`src/rtl/gpio_apb_sequencer.sv`:
```
// APB master sharing one CoreGPIO between two requesters (round-robin) and
// autonomously servicing GPIO interrupts with an IRQ read/clear-write pair.
module gpio_apb_sequencer #(
  parameter int                APB_AW   = 8,
  parameter int                APB_DW   = 32,
  parameter int                IO_NUM   = 2,
  parameter logic [APB_AW-1:0] IRQ_ADDR = 8'h80,
  parameter int                TIMEOUT  = 16
) (
  input  logic              PCLK,
  input  logic              PRESET,
  input  logic              req0_valid,
  output logic              req0_ready,
  input  logic              req0_write,
  input  logic [APB_AW-1:0] req0_addr,
  input  logic [APB_DW-1:0] req0_wdata,
  output logic              rsp0_valid,
  output logic [APB_DW-1:0] rsp0_rdata,
  output logic              rsp0_err,
  input  logic              req1_valid,
  output logic              req1_ready,
  input  logic              req1_write,
  input  logic [APB_AW-1:0] req1_addr,
  input  logic [APB_DW-1:0] req1_wdata,
  output logic              rsp1_valid,
  output logic [APB_DW-1:0] rsp1_rdata,
  output logic              rsp1_err,
  output logic              PSEL,
  output logic              PENABLE,
  output logic              PWRITE,
  output logic [APB_AW-1:0] PADDR,
  output logic [APB_DW-1:0] PWDATA,
  input  logic [APB_DW-1:0] PRDATA,
  input  logic              PREADY,
  input  logic              PSLVERR,
  input  logic [IO_NUM-1:0] INT,
  output logic              irq_evt,
  output logic [IO_NUM-1:0] irq_mask
);

  localparam int            TW       = $clog2(TIMEOUT + 1);
  localparam logic [TW-1:0] TMO_LAST = TW'(TIMEOUT - 1);

  typedef enum logic [1:0] {ST_IDLE, ST_SETUP, ST_ACCESS, ST_RESP} state_t;
  typedef enum logic [1:0] {PH_NONE, PH_RD, PH_WR} phase_t;

  state_t              state_r, state_nxt;
  phase_t              phase_r, phase_nxt;
  logic                owner_r, owner_nxt;
  logic                last_grant_r, last_grant_nxt;
  logic [TW-1:0]       tmo_cnt_r, tmo_cnt_nxt;
  logic [1:0]          holdoff_r, holdoff_nxt;
  logic [IO_NUM-1:0]   cap_r, cap_nxt;
  logic                cap_err_r, cap_err_nxt;
  logic                psel_r, psel_nxt;
  logic                penable_r, penable_nxt;
  logic                pwrite_r, pwrite_nxt;
  logic [APB_AW-1:0]   paddr_r, paddr_nxt;
  logic [APB_DW-1:0]   pwdata_r, pwdata_nxt;
  logic                rsp0_valid_r, rsp0_valid_nxt;
  logic                rsp1_valid_r, rsp1_valid_nxt;
  logic [APB_DW-1:0]   rsp0_rdata_r, rsp0_rdata_nxt;
  logic [APB_DW-1:0]   rsp1_rdata_r, rsp1_rdata_nxt;
  logic                rsp0_err_r, rsp0_err_nxt;
  logic                rsp1_err_r, rsp1_err_nxt;
  logic                irq_evt_r, irq_evt_nxt;
  logic [IO_NUM-1:0]   irq_mask_r, irq_mask_nxt;

  logic                irq_sel_s;
  logic                grant_vld_s;
  logic                grant_s;
  logic                done_s;
  logic                done_err_s;
  logic [APB_DW-1:0]   done_rdata_s;
  logic [APB_DW-1:0]   rsp_rdata_s;

  // Arbitration: pending IRQ beats requesters; contention goes to the one not last granted
  always_comb begin
    irq_sel_s = (|INT) && (holdoff_r == 2'd0);
    if (req0_valid && req1_valid) begin
      grant_vld_s = 1'b1;
      grant_s     = ~last_grant_r;
    end else if (req0_valid) begin
      grant_vld_s = 1'b1;
      grant_s     = 1'b0;
    end else if (req1_valid) begin
      grant_vld_s = 1'b1;
      grant_s     = 1'b1;
    end else begin
      grant_vld_s = 1'b0;
      grant_s     = 1'b0;
    end
  end

  assign req0_ready = (state_r == ST_IDLE) && !irq_sel_s && grant_vld_s && !grant_s;
  assign req1_ready = (state_r == ST_IDLE) && !irq_sel_s && grant_vld_s && grant_s;

  // Transfer completion: a timeout reports an error with zero read data
  always_comb begin
    done_s       = PREADY || (tmo_cnt_r == TMO_LAST);
    done_err_s   = PREADY ? PSLVERR : 1'b1;
    done_rdata_s = PREADY ? PRDATA : {APB_DW{1'b0}};
    rsp_rdata_s  = (pwrite_r || done_err_s) ? {APB_DW{1'b0}} : done_rdata_s;
  end

  // Next-state and next-output logic for the APB sequencer
  always_comb begin
    state_nxt      = state_r;
    phase_nxt      = phase_r;
    owner_nxt      = owner_r;
    last_grant_nxt = last_grant_r;
    tmo_cnt_nxt    = tmo_cnt_r;
    holdoff_nxt    = (holdoff_r != 2'd0) ? (holdoff_r - 2'd1) : 2'd0;
    cap_nxt        = cap_r;
    cap_err_nxt    = cap_err_r;
    psel_nxt       = psel_r;
    penable_nxt    = penable_r;
    pwrite_nxt     = pwrite_r;
    paddr_nxt      = paddr_r;
    pwdata_nxt     = pwdata_r;
    rsp0_valid_nxt = 1'b0;
    rsp1_valid_nxt = 1'b0;
    rsp0_rdata_nxt = {APB_DW{1'b0}};
    rsp1_rdata_nxt = {APB_DW{1'b0}};
    rsp0_err_nxt   = 1'b0;
    rsp1_err_nxt   = 1'b0;
    irq_evt_nxt    = 1'b0;
    irq_mask_nxt   = {IO_NUM{1'b0}};

    case (state_r)
      ST_IDLE: begin
        if (irq_sel_s) begin
          state_nxt  = ST_SETUP;
          phase_nxt  = PH_RD;
          psel_nxt   = 1'b1;
          pwrite_nxt = 1'b0;
          paddr_nxt  = IRQ_ADDR;
          pwdata_nxt = {APB_DW{1'b0}};
        end else if (grant_vld_s) begin
          state_nxt      = ST_SETUP;
          phase_nxt      = PH_NONE;
          owner_nxt      = grant_s;
          last_grant_nxt = grant_s;
          psel_nxt       = 1'b1;
          pwrite_nxt     = grant_s ? req1_write : req0_write;
          paddr_nxt      = grant_s ? req1_addr  : req0_addr;
          pwdata_nxt     = grant_s ? req1_wdata : req0_wdata;
        end else begin
          state_nxt = ST_IDLE;
        end
      end
      ST_SETUP: begin
        state_nxt   = ST_ACCESS;
        penable_nxt = 1'b1;
        tmo_cnt_nxt = {TW{1'b0}};
      end
      ST_ACCESS: begin
        if (done_s) begin
          state_nxt   = ST_RESP;
          psel_nxt    = 1'b0;
          penable_nxt = 1'b0;
          tmo_cnt_nxt = {TW{1'b0}};
          cap_nxt     = done_rdata_s[IO_NUM-1:0];
          cap_err_nxt = done_err_s;
          case (phase_r)
            PH_NONE: begin
              rsp0_valid_nxt = !owner_r;
              rsp1_valid_nxt = owner_r;
              rsp0_rdata_nxt = owner_r ? {APB_DW{1'b0}} : rsp_rdata_s;
              rsp1_rdata_nxt = owner_r ? rsp_rdata_s : {APB_DW{1'b0}};
              rsp0_err_nxt   = !owner_r && done_err_s;
              rsp1_err_nxt   = owner_r && done_err_s;
            end
            PH_WR: begin
              irq_evt_nxt  = 1'b1;
              irq_mask_nxt = pwdata_r[IO_NUM-1:0];
            end
            default: begin
              irq_evt_nxt = 1'b0;
            end
          endcase
        end else begin
          tmo_cnt_nxt = tmo_cnt_r + {{(TW-1){1'b0}}, 1'b1};
        end
      end
      ST_RESP: begin
        case (phase_r)
          PH_RD: begin
            // Only a clean read with pending bits leads to the clear write
            if (cap_err_r || (cap_r == {IO_NUM{1'b0}})) begin
              state_nxt = ST_IDLE;
              phase_nxt = PH_NONE;
            end else begin
              state_nxt  = ST_SETUP;
              phase_nxt  = PH_WR;
              psel_nxt   = 1'b1;
              pwrite_nxt = 1'b1;
              paddr_nxt  = IRQ_ADDR;
              pwdata_nxt = {{(APB_DW-IO_NUM){1'b0}}, cap_r};
            end
          end
          PH_WR: begin
            state_nxt   = ST_IDLE;
            phase_nxt   = PH_NONE;
            holdoff_nxt = 2'd2;
          end
          default: begin
            state_nxt = ST_IDLE;
            phase_nxt = PH_NONE;
          end
        endcase
      end
      default: begin
        state_nxt   = ST_IDLE;
        phase_nxt   = PH_NONE;
        psel_nxt    = 1'b0;
        penable_nxt = 1'b0;
      end
    endcase
  end

  // State and registered outputs; reset releases the bus and drops any in-flight transfer
  always_ff @(posedge PCLK) begin
    if (PRESET) begin
      state_r      <= ST_IDLE;
      phase_r      <= PH_NONE;
      owner_r      <= 1'b0;
      last_grant_r <= 1'b1;
      tmo_cnt_r    <= {TW{1'b0}};
      holdoff_r    <= 2'd0;
      cap_r        <= {IO_NUM{1'b0}};
      cap_err_r    <= 1'b0;
      psel_r       <= 1'b0;
      penable_r    <= 1'b0;
      pwrite_r     <= 1'b0;
      paddr_r      <= {APB_AW{1'b0}};
      pwdata_r     <= {APB_DW{1'b0}};
      rsp0_valid_r <= 1'b0;
      rsp1_valid_r <= 1'b0;
      rsp0_rdata_r <= {APB_DW{1'b0}};
      rsp1_rdata_r <= {APB_DW{1'b0}};
      rsp0_err_r   <= 1'b0;
      rsp1_err_r   <= 1'b0;
      irq_evt_r    <= 1'b0;
      irq_mask_r   <= {IO_NUM{1'b0}};
    end else begin
      state_r      <= state_nxt;
      phase_r      <= phase_nxt;
      owner_r      <= owner_nxt;
      last_grant_r <= last_grant_nxt;
      tmo_cnt_r    <= tmo_cnt_nxt;
      holdoff_r    <= holdoff_nxt;
      cap_r        <= cap_nxt;
      cap_err_r    <= cap_err_nxt;
      psel_r       <= psel_nxt;
      penable_r    <= penable_nxt;
      pwrite_r     <= pwrite_nxt;
      paddr_r      <= paddr_nxt;
      pwdata_r     <= pwdata_nxt;
      rsp0_valid_r <= rsp0_valid_nxt;
      rsp1_valid_r <= rsp1_valid_nxt;
      rsp0_rdata_r <= rsp0_rdata_nxt;
      rsp1_rdata_r <= rsp1_rdata_nxt;
      rsp0_err_r   <= rsp0_err_nxt;
      rsp1_err_r   <= rsp1_err_nxt;
      irq_evt_r    <= irq_evt_nxt;
      irq_mask_r   <= irq_mask_nxt;
    end
  end

  assign PSEL       = psel_r;
  assign PENABLE    = penable_r;
  assign PWRITE     = pwrite_r;
  assign PADDR      = paddr_r;
  assign PWDATA     = pwdata_r;
  assign rsp0_valid = rsp0_valid_r;
  assign rsp1_valid = rsp1_valid_r;
  assign rsp0_rdata = rsp0_rdata_r;
  assign rsp1_rdata = rsp1_rdata_r;
  assign rsp0_err   = rsp0_err_r;
  assign rsp1_err   = rsp1_err_r;
  assign irq_evt    = irq_evt_r;
  assign irq_mask   = irq_mask_r;

endmodule
```
`config.mk`:
```
export PLATFORM = sky130hd
export DESIGN_NAME = gpio_apb_sequencer
export DESIGN_NICKNAME = d
export VERILOG_FILES = /design/src/rtl/gpio_apb_sequencer.sv
export SDC_FILE = /design/constraint.sdc
export NUM_CORES = 1
export LEC_CHECK = 0
export BUFFER_PORTS_ARGS = -buffer_cell sky130_fd_sc_hd__buf_2
export CORE_MARGIN = 2
export CORE_UTILIZATION = 35
export DETAILED_ROUTE_END_ITERATION = 10
export GPL_TIMING_DRIVEN = 1
export PLACE_DENSITY = 0.6
export SYNTH_ARGS = -nofsm -noshare
export SYNTH_HDL_FRONTEND = slang
export SYNTH_SLANG_ARGS = --single-unit
```
`constraint.sdc`:
```
create_clock -name PCLK -period 2.6 [get_ports PCLK]
set_clock_uncertainty 0.05 [all_clocks]
set_input_delay 0.13 -clock PCLK [delete_from_list [all_inputs] [get_ports PCLK]]
set_output_delay 0.13 -clock PCLK [all_outputs]
set_load 0.02 [all_outputs]
```
==> reports/qor.csv <==
stage;metric;value;unit
setup_path;crit_chain;ha_1 -> and3_1 -> ha_1 -> o21ai_2 -> or3_1 -> nor3b_4 -> buf_4 -> and3_1;
logic_synthesis;yosysTopAreaCell;dfxtp_1;
global_routing;antenna_found_initial;0;
setup_path;critPathArrivalTime;2.50;ns
logic_synthesis;synth_edf_count;0;
logic_synthesis;synth-seq-cells;130;
logic_synthesis;synthFlopType;dfxtp_1;
global_routing;grt_usage;17.5;%
run;drv_cap;0;
setup_path;critPathKind;flop to flop;
placement;dp_hpwl;10.3;mm
clocking;cts_resized;0;
finish;n_antenna_cell;0;
sta;period_needed;2.21;ns
floorplanning;ios;238;
logic_synthesis;yosys_warnings;0;
placement;dp_slack;0.418;ns
finish;fillers;1343;
floorplanning;rows;44;
clocking;cts_buffers;17;
finish;final_common_cell;buf_2;
finish;drive_gt1_share;40.9;%
logic_synthesis;synth.area.top_cells;dfxtp_1 (49%), mux2_4 (11%), and3_1 (7.8%);
pwr;power;6.28;mW
sta;slew_violations;0;
sta;setup-tns-final;0;ns
logic_synthesis;avgSynthCellArea;9.85;sq um
routing;drc_errors;0;
global_routing;grt_pass1_wl;22.4;mm
sta;relSlewSlack;64.1;%
routing;via_per_inst;4.70;
sta;max_freq;453;MHz
clocking;cts.sinks;130;
pwr;leakage;3.92;nW
setup_path;cp.buffers_inverters;1;
outcome;outcome;complete, no violations;
clocking;cts_tree;done;
min_path;hold_path.class;input port to flop;
sta;timing.final.crit_share;84.9;%
clocking;clkTransAtPathRegs;0.06;ns
logic_synthesis;ys_types;52;
floorplanning;die_w;127;um
finish;mostFrequentLayoutCells;buf_2 (237), dfxtp_1 (130), nand2_1 (77);
clocking;root_buffer;clkbuf_16;
routing;firstDrtPassIters;4;
logic_synthesis;yosys.area.top_type_share;49.3;%
floorplanning;die_y;127;um
clocking;insertion_delay;0.40;ns
routing;post_drt_wl_per_cell;14.5;um
clocking;cts_buffer_depth;2;
global_routing;grt_pass1_vias;4565;
finish;multi_input_area;2440;sq um
pwr;ir_drop;558;uV
floorplanning;die-area;16100;sq um
routing;wl;14.4;mm
routing;vias;4671;
global_routing;grt-ovfl-total;0;
clocking;h-tree-depth;4;
global_routing;grt_max_degree;46;
logic_synthesis;syn_inst;536;
setup_path;startpoint_type;flop;
sta;finalHoldViolCount;0;
setup_path;worstPathRequired;2.89;ns
routing;ant_nets;0;
setup_path;cp_max_fo;18;
setup_path;path_delay_family;simple AND/OR/NAND/NOR gates;
logic_synthesis;async_reset_ff_share;0;%
setup_path;critPathMaxStageDelay;0.47;ns
finish;seq_area;2600;sq um
floorplanning;start_util;36.1;%
sta;worstMarginPinSlew;0.536;ns
logic_synthesis;synth_nets;665;
setup_path;rrSetupSlack;0.39;ns
pwr;cellPowerDensity;838;nW/um^2
logic_synthesis;synth_area;5280;sq um
placement;port-buffer-count;237;
sta;finalSetupViolations;0;
placement;place.gp.congestion;0.762;
sta;layout_setup_ws;0.394;ns
finish;nNetsFinal;925;
logic_synthesis;synth_seq_area_share;49.3;%
floorplanning;core-area;14600;sq um
routing;drtIter0Drc;161;
setup_path;critical_path.slowest_cell;or3_1;
sta;hold-worst-slack;0.0371;ns
sta;rsz0062_at_grt;no;
setup_path;setup.worst_path.end_class;flop;
finish;synthToLayoutAreaGrowth;41.8;%
## cells in the mapped netlist, types with 3 or more instances
cell type and number:
nor2b_1 40, nor3_1 5, mux2_4 37, ha_1 7, buf_2 6, dfxtp_1 130
nor2_1 22, buf_6 8, a21oi_1 43, inv_1 9, o21ai_0 6, clkbuf_1 24
and3_1 66, mux2i_1 3, nand2_1 77, nand3_1 3, a221oi_1 3
## state kept, by name, summed over array words and instances, names as in the netlist, 2 cells and up
register and flops:
PWDATA 32, rsp0_rdata 32, rsp1_rdata 32, PADDR 8, tmo_cnt_r 5, cap_r 2, holdoff_r 2, irq_mask 2
phase_r 2, state_r 2
## cell type report
type | instances | share of cell area (%)
Sequential cell | 130 | 34.8
Multi-Input combinational cell | 357 | 32.6
Timing Repair Buffer | 281 | 21.5
Clock buffer | 18 | 5.73
Tap cell | 184 | 3.07
Clock inverter | 14 | 1.90
Inverter | 9 | 0.451
## final timing paths
path                         end         start  depth (start not counted)
hold reg to reg     holdoff_r[1]  holdoff_r[1]                          2
setup / recovery  rsp1_rdata[25]  tmo_cnt_r[0]                          8
hold / removal      last_grant_r    req0_valid                          3
setup reg to reg  rsp1_rdata[25]  tmo_cnt_r[0]                          8
## cells by family after synthesis
logic type | share of synthesized area, %
compound gates | 8.53
xor+xnor | 0.498
fa+ha+maj | 1.66
buf+inv | 4.76
flops | 49.3
mux | 11.5
simple gates | 23.8
## per-layer routing
metal  vias up  global-route usage [%]  part of all wire [%]
li1       2337                       -                     -
met1      2177                    20.6                    44
met2       145                    30.5                    50
met4         0                    6.40                   1.4
met5         -                       0                     0
met3        12                    4.77                   4.7
## where the power goes
group          internal [mW]  switching (mW)  leakage [nW]
registers               2.15          0.0861          1.05
clock network           1.34           0.929         0.271
logic                  0.770           0.997          2.60
## timing repair
action / 4_1_cts / 5_1_grt
setup buffers: 0 / 0
hold buffers: 33 / 0
endpoints found under the hold margin: 66 / 0
setup endpoints to repair: 0 / 0
## tightest hold or removal path: cells and delay by family
kind,cells,cell delay [ns]
buffers and inverters,1,0.14
AND/OR/NAND/NOR,1,0.08
AO/OA/AOI/OAI,1,0.11
## stage by stage
step / instances / utilization, % / area, sq um
floorplan: 536 / - / 5280
global placement: 928 / 45.0 / 6590
detailed placement: 928 / 45.0 / 6590
CTS: 993 / 51.1 / 7490
global route: 993 / 51.1 / 7490
finish: 993 / 51.1 / 7490
(Power assumes the default switching activity.)
